`src/rtl/clk_div_pkg.sv`:
```
// Shared definitions for the programmable clock divider and its bench.
package clk_div_pkg;

   // Default widths / reset divisor shared by the divider and its bench
   localparam int CLK_DIV_CNT_W        = 4;
   localparam int CLK_DIV_DEFAULT_HALF = 6;

   // Run-state encoding: the state bit doubles as the running flag
   typedef enum logic {
      ST_STOPPED = 1'b0,
      ST_RUN     = 1'b1
   } run_state_t;

endpackage

```
`src/rtl/clk_div_prog.sv`:
```
// Runtime-programmable 50%-duty clock divider with rising-edge tick.
// Divisor changes and stop requests only land on the falling edge of clk_out
// (the period boundary), so the output never produces a runt phase.
module clk_div_prog
   import clk_div_pkg::*;
#(
   parameter int CNT_W        = CLK_DIV_CNT_W,
   parameter int DEFAULT_HALF = CLK_DIV_DEFAULT_HALF
) (
   input  logic             clk_in,
   input  logic             reset,
   input  logic             en,
   input  logic             div_load,
   input  logic [CNT_W-1:0] div_in,
   output logic             clk_out,
   output logic             tick,
   output logic             running,
   output logic             pending,
   output logic             load_err
);

   localparam logic [CNT_W-1:0] CNT_ONE   = CNT_W'(1);
   localparam logic [CNT_W-1:0] HALF_INIT = CNT_W'(DEFAULT_HALF);

   run_state_t       state;
   logic [CNT_W-1:0] count;
   logic [CNT_W-1:0] half_q;
   logic [CNT_W-1:0] half_pend;

   logic term;
   logic boundary;
   logic load_ok;
   logic load_zero;

   // Terminal count of the current half period; half_q is never 0, so no wrap
   assign term      = (count == (half_q - CNT_ONE));
   // Falling edge of clk_out closes a full period
   assign boundary  = (state == ST_RUN) && term && clk_out;
   assign load_ok   = div_load && (div_in != '0);
   assign load_zero = div_load && (div_in == '0);

   // Run/stop FSM, half-period counter, divisor staging and all registered outputs
   always_ff @(posedge clk_in) begin
      if (reset) begin
         state     <= ST_STOPPED;
         count     <= '0;
         clk_out   <= 1'b0;
         tick      <= 1'b0;
         running   <= 1'b0;
         pending   <= 1'b0;
         load_err  <= 1'b0;
         half_q    <= HALF_INIT;
         half_pend <= '0;
      end else begin
         // A zero divisor is rejected; staging registers stay untouched
         load_err <= load_zero;
         case (state)
            ST_STOPPED: begin
               clk_out <= 1'b0;
               tick    <= 1'b0;
               count   <= '0;
               // No period in flight, so a staged divisor can land right away
               if (pending) begin
                  half_q  <= half_pend;
                  pending <= 1'b0;
               end
               // A fresh load this cycle is staged after the old one is applied
               if (load_ok) begin
                  half_pend <= div_in;
                  pending   <= 1'b1;
               end
               if (en) begin
                  state   <= ST_RUN;
                  running <= 1'b1;
               end
            end
            ST_RUN: begin
               if (term) begin
                  count   <= '0;
                  clk_out <= ~clk_out;
                  tick    <= ~clk_out;
               end else begin
                  count <= count + CNT_ONE;
                  tick  <= 1'b0;
               end
               if (boundary) begin
                  // A load landing exactly on the boundary bypasses staging
                  if (load_ok) begin
                     half_q  <= div_in;
                     pending <= 1'b0;
                  end else if (pending) begin
                     half_q  <= half_pend;
                     pending <= 1'b0;
                  end
                  // clk_out toggles to 0 here, so stopping leaves it low
                  if (!en) begin
                     state   <= ST_STOPPED;
                     running <= 1'b0;
                  end
               end else if (load_ok) begin
                  // Last write wins until the next boundary
                  half_pend <= div_in;
                  pending   <= 1'b1;
               end
            end
         endcase
      end
   end

endmodule
```
`config.mk`:
```
export PLATFORM = sky130hd
export DESIGN_NAME = clk_div_prog
export DESIGN_NICKNAME = d
export VERILOG_FILES = /design/src/rtl/clk_div_pkg.sv /design/src/rtl/clk_div_prog.sv
export SDC_FILE = /design/constraint.sdc
export NUM_CORES = 1
export LEC_CHECK = 0
export ABC_CLOCK_PERIOD_IN_PS = 1700
export BUFFER_PORTS_ARGS = -buffer_cell sky130_fd_sc_hd__buf_2
export CAP_MARGIN = 30
export CORE_AREA = 2 2 50 52
export DETAILED_ROUTE_END_ITERATION = 6
export DIE_AREA = 0 0 52 54
export GPL_ROUTABILITY_DRIVEN = 0
export HOLD_SLACK_MARGIN = 0.08
export SYNTH_ARGS = -nofsm -noshare
export SYNTH_HDL_FRONTEND = slang
export SYNTH_SLANG_ARGS = --single-unit
```
`constraint.sdc`:
```
create_clock -name clk_in -period 1.7 [get_ports clk_in]
set_input_delay 0.34 -clock clk_in [delete_from_list [all_inputs] [get_ports clk_in]]
set_output_delay 0.34 -clock clk_in [all_outputs]
set_load 0.05 [all_outputs]
```
==> results.yml <==
clock_tree:
  clockBufferDepth: 2
  ctsRootBufferMaster: "clkbuf_4"
  clk_pin_slew_worst_paths_ps: 100
  clk_latency_ps: 290
  cts_tree: "built"
  numCtsBuffers: 3
  cts.sinks: 18
  htree_levels: 1
  cts_setup_buffers: 0
final_layout:
  finalNetCount: 123
  post-route-util_pct: 48.5
  diodes: 0
  area_growth_pct: 15.6
  drive_gt1_share_pct: 26.8
critical_path:
  required_ps: 1920
  cp-start-kind: "flop"
  r2r_setup_slack_ps: 110
  setup.worst_path.end: "half_q[3]"
  r2r_end: "half_q[3]"
  r2r_cells: 6
  startpoint: "half_q[0]"
  critPathCaptureType: "flop"
  crit_chain: "inv_1 -> ha_1 -> xor2_2 -> and3_4 -> a31oi_4 -> mux2i_1"
  timing.rr.start: "half_q[0]"
  slowest_delay_ps: 340
  arrival_ps: 1810
  critPathKind: "reg2reg"
  slowest_stage: "dfxtp_2"
  worstPathMaxFanout: 5
global_route:
  grt_antenna_before_repair: 0
  grt.total_usage_pct: 15.3
  grt_pass1_wl_um: 3100
  grt-ovfl-total: 0
  grt_max_degree: 22
  grt_pass1_vias: 690
yosys:
  synth_seq_cells: 18
  synth-seq-area-share_pct: 37.0
  synthCells: 97
  syn_area_um2: 973
  synth_nets: 107
  yosysTopAreaCellShare_pct: 37.0
  synthTopCellsByArea: "dfxtp_1 37%, mux2i_1 12%, or2b_1 6.2%"
  yosys_warnings: 0
  synth_top_cell_by_area: "dfxtp_1"
  async_reset_ff_share_pct: 0
  avgSynthCellArea_um2: 10.0
  synth_edf_count: 0
  synth_flop_cell: "dfxtp_1"
  ys_types: 33
sta:
  hold_viol: 0
  tightest_slew_ps: 540
  layout_setup_ws_ps: 108
  fin_crit_ps: 1590
  fin_skew_ps: 4.66
  grt_setup_unrepaired: "false"
  relSlewSlack_pct: 63.7
  slew_viol_final: 0
  fmax_ghz: 0.628
  setup_violations: 0
  fin_crit_sh_pct: 93.7
route:
  post_drt_wl_per_cell_um: 12.6
  dr.pass1.iters: 4
  via_per_inst: 5.20
  detail-route-antenna-nets: 0
  wl_um: 1790
  dr.first_iter.drc_count: 4
  drc: 0
  num_vias: 739
place:
  pre_cts_slack_ps: -10.6
  port-buffer-count: 12
  dp_hpwl_um: 1350
die:
  fp.dieH_um: 54
  core_um2: 2320
  die_w_um: 52
  initial_utilization_pct: 42.0
  rows: 18
  io_pins: 13
  dieArea_um2: 2810
min_path:
  hold_path_class: "in2reg"
power:
  p_per_area_nw_per_um2: 797
  peakVddDrop_uv: 404
  leakagePower_nw: 0.465
status:
  outcome: "completed"
flow_run:
  maxCapViolCount: 0
==> per-stage QoR <==
| step | cells | area [µm²] | TNS (ps) | total power, mW | hold WS, ps |
|---|---|---|---|---|---|
| after floorplan | 97 | 973 | 0 | 0.603 | 440 |
| after global placement | 138 | 1080 | 0 | 0.644 | 457 |
| after detailed placement | 138 | 1080 | -11.3 | 0.648 | 468 |
| after CTS | 142 | 1120 | 0 | 0.913 | 291 |
| after global routing | 142 | 1120 | 0 | 0.955 | 318 |
| final | 142 | 1120 | 0 | 0.897 | 314 |
==> area by class of cell <==
class                      count  area, µm²
inverter                       4       15.0
multi-input combinational     71        589
fill                         225       1190
tap                           30       37.5
sequential                    18        364
clock buffer                   4       36.3
timing repair buffer          15       82.6
==> logic make-up after synthesis <==
kind of cell | count (synthesis) | share of synthesized area, %
AOI/OAI and AO/OA | 18 | 15.3
muxes | 12 | 12.3
DFF | 18 | 37.0
buffers and inverters | 8 | 3.08
adders and majority gates | 2 | 2.57
xor gates and xnor gates | 8 | 9.51
and+or+nand+nor | 31 | 20.2
==> layout by cell type, fill, tap and decap left out, drive strengths merged <==
cell type,n
nand3,2
clkbuf,4
nor2,7
nor3,2
or4,1
nand2,1
ha,2
xnor3,1
nor4,2
xnor2,3
nor3b,1
nand2b,3
o21ai,1
buf,15
a311oi,3
inv,4
o31a,1
o21ba,1
a31oi,1
dfxtp,18
a21o,1
o41a,1
or2b,8
or3,1
and3,3
mux2i,12
xor2,4
a21oi,7
o21bai,2
==> state kept, by name, summed over array words and instances (netlist names) <==
| name | count |
|---|---|
| count | 4 |
| half_pend | 4 |
| half_q | 4 |
| clk_out | 1 |
| load_err | 1 |
| pending | 1 |
| running | 1 |
| state | 1 |
| tick | 1 |
==> where the power goes <==
part	switching, mW	internal (mW)
sequential	0.0223	0.445
clock	0.131	0.130
combinational	0.0900	0.0786
==> critical path: cells and delay by family, from the launching register on <==
| kind | cells | cell delay [ps] |
|---|---|---|
| AOI/OAI and AO/OA | 1 | 280 |
| xor gates and xnor gates | 1 | 160 |
| adders and majority gates | 1 | 310 |
| buffers and inverters | 1 | 50 |
| DFF | 1 | 340 |
| muxes | 1 | 210 |
| and+or+nand+nor | 1 | 170 |
==> synthesized netlist by cell type (all sizes together) (2+ instances only) <==
master and count:
a311oi 3, a21oi 7, nand3 2, mux2i 12, nor3 2, inv 4, o21bai 2, xor2 4
or2b 8, xnor2 3, nor2 7, nand2b 3, nor4 2, ha 2, dfxtp 18, clkbuf 3
and3 3
==> worst min path at each step <==
stage	start	to	cells past startpoint
after floorplan	count[0]	count[0]	1
after global placement	count[0]	count[0]	1
after detailed placement	count[0]	count[0]	1
after CTS	en	state	2
after global routing	en	state	2
final	en	state	2
==> routing by layer <==
metal  GRT usage, %  wire, µm  vias up  part of all wire (%)
met1           19.7       845      348                    47
met2           25.3       851       13                    48
li1               -         -      376                     -
met4           5.26        13        0                  0.73
met5              0         0        -                     0
met3           3.33        74        2                   4.1
==> repair_timing <==
item | in CTS | in global routing
setup endpoints to repair | 4 | 7
gates cloned | 0 | 0
pin swaps | 2 | 1
hold buffers | 0 | 0
resized for setup | 2 | 2
(Power assumes the default switching activity.)
